--- config.mk ---
export PLATFORM = sky130hd
export DESIGN_NAME = key_voice_allocator
export DESIGN_NICKNAME = d
export VERILOG_FILES = /design/src/rtl/key_voice_allocator.sv
export SDC_FILE = /design/constraint.sdc
export NUM_CORES = 1
export LEC_CHECK = 0
export BUFFER_PORTS_ARGS = -buffer_cell sky130_fd_sc_hd__buf_2
export CAP_MARGIN = 5
export CORE_MARGIN = 2
export CORE_UTILIZATION = 49
export CTS_CLUSTER_SIZE = 28
export DETAILED_ROUTE_END_ITERATION = 8
export PLACE_DENSITY = 0.69
export SYNTH_ARGS = -nofsm -noshare
export SYNTH_HDL_FRONTEND = slang
export SYNTH_SLANG_ARGS = --single-unit
export TNS_END_PERCENT = 20
--- constraint.sdc ---
create_clock -name i_clk -period 10.55 [get_ports i_clk]
set_clock_uncertainty 0.1 [all_clocks]
set_input_delay 3.165 -clock i_clk [delete_from_list [all_inputs] [get_ports i_clk]]
set_output_delay 3.165 -clock i_clk [all_outputs]
set_load 0.01 [all_outputs]
--- src/rtl/key_voice_allocator.sv ---
// Scans pressed-key bitmap edges, assigns keys to synth voices and streams note on/off events.
// Build option VOICE_STEAL_EN: a press with all voices busy steals the oldest voice.
module key_voice_allocator #(
    parameter int unsigned NUM_KEYS   = 32,
    parameter int unsigned NUM_VOICES = 4,
    parameter int unsigned KEY_W      = $clog2(NUM_KEYS),
    parameter int unsigned VOICE_W    = $clog2(NUM_VOICES)
) (
    input  logic                        i_clk,
    input  logic                        i_rst,
    input  logic [NUM_KEYS-1:0]         i_key,
    input  logic                        i_evt_ready,
    output logic                        o_evt_valid,
    output logic                        o_evt_on,
    output logic [KEY_W-1:0]            o_evt_key,
    output logic [VOICE_W-1:0]          o_evt_voice,
    output logic [NUM_VOICES-1:0]       o_voice_active,
    output logic [NUM_VOICES*KEY_W-1:0] o_voice_note,
    output logic                        o_busy
);

`ifdef VOICE_STEAL_EN
    localparam bit STEAL_EN = 1'b1;
`else
    localparam bit STEAL_EN = 1'b0;
`endif

    localparam logic [VOICE_W-1:0] AGE_MAX  = VOICE_W'(NUM_VOICES - 1);
    localparam logic [KEY_W-1:0]   LAST_KEY = KEY_W'(NUM_KEYS - 1);

    typedef enum logic [1:0] {
        IDLE     = 2'd0,
        SCAN     = 2'd1,
        EMIT_OFF = 2'd2,
        EMIT_ON  = 2'd3
    } state_t;

    state_t state, state_nxt;

    logic [NUM_KEYS-1:0]                 held, held_d;
    logic [NUM_KEYS-1:0]                 snap, snap_d;
    logic [KEY_W-1:0]                    idx, idx_d;
    logic [NUM_VOICES-1:0][KEY_W-1:0]    note_q, note_d;
    logic [NUM_VOICES-1:0][VOICE_W-1:0]  age_q, age_d;
    logic [NUM_VOICES-1:0]               active_d;
    logic                                steal_pend, steal_pend_d;
    logic                                evt_valid_d, evt_on_d;
    logic [KEY_W-1:0]                    evt_key_d;
    logic [VOICE_W-1:0]                  evt_voice_d;
    logic                                busy_d;

    logic                                rel_hit, free_hit;
    logic [VOICE_W-1:0]                  rel_v, free_v, old_v, press_v;
    logic [VOICE_W-1:0]                  old_age;
    logic                                key_rel, key_prs, last;
    logic                                do_off, do_on, do_steal;

    assign o_voice_note = note_q;

    // Voice lookup: owner of the scanned key, lowest free voice, oldest voice
    always_comb begin
        rel_hit  = 1'b0;
        rel_v    = '0;
        free_hit = 1'b0;
        free_v   = '0;
        old_v    = '0;
        old_age  = age_q[0];
        for (int v = 0; v < NUM_VOICES; v++) begin
            if (o_voice_active[v] && note_q[v] == idx) begin
                rel_hit = 1'b1;
                rel_v   = VOICE_W'(v);
            end
            if (!free_hit && !o_voice_active[v]) begin
                free_hit = 1'b1;
                free_v   = VOICE_W'(v);
            end
            if (age_q[v] > old_age) begin
                old_age = age_q[v];
                old_v   = VOICE_W'(v);
            end
        end
    end

    assign key_rel  = held[idx] & ~snap[idx];
    assign key_prs  = ~held[idx] & snap[idx];
    assign last     = (idx == LAST_KEY);
    assign do_off   = key_rel & rel_hit;
    assign do_on    = key_prs & free_hit;
    assign do_steal = key_prs & ~free_hit & STEAL_EN;
    assign press_v  = do_on ? free_v : old_v;

    always_ff @(posedge i_clk or posedge i_rst) begin
        if (i_rst) state <= IDLE;
        else       state <= state_nxt;
    end

    always_comb begin
        state_nxt = state;
        case (state)
            IDLE: begin
                if (i_key != held) state_nxt = SCAN;
            end
            SCAN: begin
                if (do_off || do_steal) state_nxt = EMIT_OFF;
                else if (do_on)         state_nxt = EMIT_ON;
                else if (last)          state_nxt = IDLE;
            end
            EMIT_OFF: begin
                if (i_evt_ready) begin
                    if (steal_pend) state_nxt = EMIT_ON;
                    else if (last)  state_nxt = IDLE;
                    else            state_nxt = SCAN;
                end
            end
            EMIT_ON: begin
                if (i_evt_ready) state_nxt = last ? IDLE : SCAN;
            end
            default: state_nxt = IDLE;
        endcase
    end

    // Datapath next values; the voice table changes at decision time, not at event transfer
    always_comb begin
        held_d       = held;
        snap_d       = snap;
        idx_d        = idx;
        active_d     = o_voice_active;
        note_d       = note_q;
        age_d        = age_q;
        steal_pend_d = steal_pend;
        evt_valid_d  = o_evt_valid;
        evt_on_d     = o_evt_on;
        evt_key_d    = o_evt_key;
        evt_voice_d  = o_evt_voice;
        busy_d       = (state_nxt != IDLE);
        case (state)
            IDLE: begin
                if (i_key != held) begin
                    snap_d = i_key;
                    idx_d  = '0;
                end
            end
            SCAN: begin
                if (key_rel) begin
                    held_d[idx] = 1'b0;
                    if (rel_hit) begin
                        active_d[rel_v] = 1'b0;
                        evt_valid_d     = 1'b1;
                        evt_on_d        = 1'b0;
                        evt_key_d       = idx;
                        evt_voice_d     = rel_v;
                    end
                end else if (key_prs) begin
                    held_d[idx] = 1'b1;
                    if (do_on || do_steal) begin
                        for (int v = 0; v < NUM_VOICES; v++) begin
                            if (VOICE_W'(v) == press_v)
                                age_d[v] = '0;
                            else if (o_voice_active[v] && age_q[v] != AGE_MAX)
                                age_d[v] = age_q[v] + VOICE_W'(1);
                        end
                        active_d[press_v] = 1'b1;
                        note_d[press_v]   = idx;
                        evt_valid_d       = 1'b1;
                        evt_on_d          = do_on;
                        evt_key_d         = do_on ? idx : note_q[press_v];
                        evt_voice_d       = press_v;
                        steal_pend_d      = do_steal;
                    end
                end
                if (!(do_off || do_on || do_steal)) idx_d = idx + KEY_W'(1);
            end
            EMIT_OFF, EMIT_ON: begin
                if (i_evt_ready) begin
                    if (state == EMIT_OFF && steal_pend) begin
                        steal_pend_d = 1'b0;
                        evt_on_d     = 1'b1;
                        evt_key_d    = idx;
                    end else begin
                        evt_valid_d = 1'b0;
                        idx_d       = idx + KEY_W'(1);
                    end
                end
            end
            default: ;
        endcase
    end

    always_ff @(posedge i_clk or posedge i_rst) begin
        if (i_rst) begin
            held           <= '0;
            snap           <= '0;
            idx            <= '0;
            note_q         <= '0;
            age_q          <= '0;
            o_voice_active <= '0;
            steal_pend     <= 1'b0;
            o_evt_valid    <= 1'b0;
            o_evt_on       <= 1'b0;
            o_evt_key      <= '0;
            o_evt_voice    <= '0;
            o_busy         <= 1'b0;
        end else begin
            held           <= held_d;
            snap           <= snap_d;
            idx            <= idx_d;
            note_q         <= note_d;
            age_q          <= age_d;
            o_voice_active <= active_d;
            steal_pend     <= steal_pend_d;
            o_evt_valid    <= evt_valid_d;
            o_evt_on       <= evt_on_d;
            o_evt_key      <= evt_key_d;
            o_evt_voice    <= evt_voice_d;
            o_busy         <= busy_d;
        end
    end

endmodule

After elaboration in Yosys (flattened, before gate mapping)
Index checks and enable logic that the tools add are counted.

word-level totals
  register bits after elaboration = 114
  bits of input ports = 35
  output and inout bits = 34
  word-level logic and storage cells = 208

cells by class
  add/subtract/negate cells = 5
  magnitude comparators = 9
  equal/unequal tests = 28
  muxes and demuxes = 90
  bitwise gates (word level) = 13
  reductions and logical operators = 44

operators with widths
  operator                                       count
  2-to-1 mux 32 bit                              2
  2-to-1 mux 2 bit                               28
  2-to-1 mux 5 bit                               11
  bitwise AND 32 bit                             1
  2-to-1 mux 1 bit                               32
  inequality test 32 bit                         1
  NOT 32 bit                                     1
  OR 32 bit                                      1
  inequality test 2 bit (second input constant)  13
  bitwise mux 20 bit                             1
  equality test 5 bit                            4
  AND reduction 5 bit                            4
  AND reduction 6 bit                            3
  2-to-1 mux 4 bit                               4
  nonzero test 2 bit                             8
  logical AND 1 bit                              15
  case mux 5 bit (3 select lines)                1
  AND reduction 4 bit                            3
  binary-select mux 1 bit (select 5 bit)         2
  demux 5 bit (select 2 bit)                     1
  case mux 5 bit (2 select lines)                1
  inequality test 3 bit (second input constant)  3
  adder 2 x 1 -> 2 bit (second input constant)   4
  case mux 2 bit (4 select lines)                1
  24 further kinds                               44

Logic depth before layout (Yosys ltp)
  depth after elaboration = 19
  mapped depth = 18
  depth with buffers taken out = 17

Worst setup path after synthesis
OpenSTA, ideal clock, no wires.

  path type = in2reg
  start = input i_key[15]
  end = register snap[0]
  setup time = 0.125 ns
  arrival time = 4.794 ns
  data required time = 10.325 ns
  setup slack = 5.531 ns
  cell stages on the path = 6
  buffers on the path = 1
  cell sequence = xor2_1 > nor4_1 > nand4_1 > o31ai_1 > buf_2 > mux2_2

on the way
  cells in the longest elaborated chain, start to end = 2

RTL lines
  item                                  RTL line  text
  start: declaration                    11        input logic [NUM_KEYS-1:0] i_key,
  inequality test 32 bit                138       if (i_key != held) begin
  AND reduction 2 bit (no source line)  --
  end signal: assignment                205       snap <= snap_d;
  end: declaration                      41        logic [NUM_KEYS-1:0] snap, snap_d;

No other way between the ends.
A chain may end at the register's enable or synchronous reset.

Final worst setup path
  start = input i_key[1]
  end = register snap[18]

The elaborated chain is that of the path after synthesis.

==> metrics.csv <==
metric;value;unit
run status;completed;
Top Ports;69;
CP max stage delay;0.42;ns
drt wl/cell;18.0;um
worst reg2reg setup slack;5.57;ns
CTS max path bufs;2;
PortBufs;68;
clk slew on worst S/H paths;0.05;ns
Yosys warning count;0;
initial antenna violation count;0;
Hold Crit Class;reg2reg;
largest net degree at the start of global routing;85;
vias in the first global route;4629;
die area;13600;um2
Via-to-Cell Ratio;5.68;
multi-input logic area;3180;um2
top-count cell post-synth;dfrtp_1;
Critical Path Source Type;input pin;
Final HPWL DP;10300;um
R2R Path End;o_voice_note[8];
Clk Latency, worst-skew pair;0.42;ns
dpl ws;4.99;ns
final worst slack;5.41;ns
antenna fix cells;0;
start point of the worst min-delay path;o_evt_key[1];
ratio of cells with drive above 1 in the final layout;0.289;
Worst R2R Path Depth;10;
Synth Register Bits;113;
Synth async-reset ratio;1.00;
Synth Flop Type;dfrtp_1;
first-pass GRT wire length;23900;um
GPL Wtd Cong;0.891;
RSZ-0062 raised after global routing;no;
# clock sinks;113;
final global-route overflow total;0;
Detailed Route Iter0 Violations;297;
Synth area leaders;dfrtp_1 45%, mux2_2 11%, xor2_1 6.6%;
final net count;686;
CP Launch Point;i_key[1];
Crit. End Element;register;
EDFF count, synth;0;
Synth Cell Area;6220;um2
Post-CTS Setup Repair Bufs;0;
worst path cell trace;buf_2 -> xor2_1 -> nor4_1 -> nand4_1 -> o31ai_4 -> buf_4 -> mux2_2;
Worst Path Required;10.74;ns
slew at the pin with the worst max-slew slack;1.07;ns
CTS Hold Bufs;0;
Slew HR;0.284;
Synth Area per Inst;10.9;um2
VDD IR-drop max;0.168;mV
Crit Path Class;in2reg;
Total Wirelength;14700;um
CTS buffer count;17;
antenna-violating nets left;0;
Final min period;5.14;ns
area added between synthesis and finish;15.9;%
RR Startpoint;idx[0];
cts repair resizes;0;
post-synth top area share;0.454;
pwr dens;361;nW/um2
non-filler cells, final;815;
flip-flop and latch area;2830;um2
FILL cells;1112;
final core utilization;0.577;
# placed instances;784;
Die H;117;um
TritonCTS clock tree;yes;
period utilisation layout;0.487;
Vias;4628;
H-tree levels;4;
sequential share of the synthesized area;0.454;
total iterations of the first detailed-routing run;4;
GRT Util Overall;0.233;
Synth top cells by count;113 x dfrtp_1, 60 x mux2_2, 53 x nor2_1;
Site Rows;41;
critical path arrival;5.33;ns
chip width;117;um
final setup violation count;0;
fmax;195;MHz
Final Max Slew Viols;0;
clock root buffer;clkbuf_16;
leakage power;3.37;nW
top cell type by total area after synthesis;dfrtp_1;
DRC Markers;0;
slowest CP cell;o31ai_4;
cells after synthesis;569;
Core ar.;12500;um2
total power;2.61;mW
CP max FO;27;
Syn Nets;624;
number of max-cap violations;0;
Setup crit end;snap[18];
Final Hold Viols;0;
Yosys cell types;54;
Initial Utilization;0.497;
TNS Setup;0;ns
worst max-delay path: cells and delay by family:
kind | cells | cell delay (ns)
AOI/OAI and AO/OA | 1 | 0.42
and+or+nand+nor | 2 | 0.66
muxes | 1 | 0.38
xor gates and xnor gates | 1 | 0.15
buffers and inverters | 2 | 0.52
worst min path at each step:
stage	cells past startpoint	slack [ns]	end
after floorplan	1	0.37	snap[29]
after global placement	1	0.38	snap[29]
after detailed placement	1	0.39	snap[3]
after CTS	1	0.40	snap[3]
after global routing	1	0.42	snap[29]
final	1	0.40	o_evt_key[1]
cell usage in the layout (no fill, tap or decap), types with 4 or more instances in the layout:
cell type / synthesis / routed
mux2_2: 60 / 60
clkinv_2: 0 / 6
nor2b_1: 8 / 8
inv_1: 18 / 17
a32o_1: 4 / 4
dfrtp_1: 113 / 113
nor3_1: 5 / 5
a22o_1: 6 / 6
and3_1: 9 / 9
xnor2_1: 4 / 4
nor2_1: 53 / 53
o21ai_0: 23 / 23
nor4_1: 14 / 14
xor2_1: 47 / 47
mux4_2: 14 / 14
nand3_1: 20 / 20
a21oi_1: 28 / 28
nand2_1: 37 / 37
clkbuf_8: 0 / 5
clkbuf_16: 0 / 17
or3_1: 4 / 4
ha_1: 20 / 20
buf_2: 5 / 68
buf_4: 2 / 6
layout make-up:
class | count | area share
tap | 172 | 0.0298
sequential | 113 | 0.392
clock inverter | 6 | 0.00416
timing repair buffer | 74 | 0.0534
clock buffer | 25 | 0.0700
multi-input combinational | 407 | 0.441
inverter | 18 | 0.00971
cells by family (layout without fill, tap and decap cells):
family / Yosys count / in the layout / synth area share
AND/OR/NAND/NOR: 164 / 164 / 0.126
XOR/XNOR: 52 / 52 / 0.0744
flip-flops: 113 / 113 / 0.454
multiplexers: 77 / 77 / 0.169
adder cells (fa/ha/maj): 20 / 20 / 0.0402
buffers and inverters: 49 / 123 / 0.0366
AO/OA/AOI/OAI: 94 / 94 / 0.0989
routing by layer:
metal / track usage / wire (um)
met3: 0.0643 / 742
met2: 0.376 / 7200
met5: 0 / 0
met4: 0.0863 / 313
met1: 0.302 / 6440
per-stage QoR:
stage	hold WS (ns)	instance area (um2)
after CTS	0.400	7220
after global placement	0.379	6680
after detailed placement	0.388	6680
final	0.398	7220
after global routing	0.417	7220
after floorplan	0.370	6220
where the power goes:
| group | internal (mW) | switching (mW) | leakage [nW] |
|---|---|---|---|
| registers | 0.622 | 0.178 | 1.42 |
| logic | 0.558 | 0.733 | 1.68 |
| clock network | 0.326 | 0.188 | 0.272 |
(Power assumes the default switching activity.)
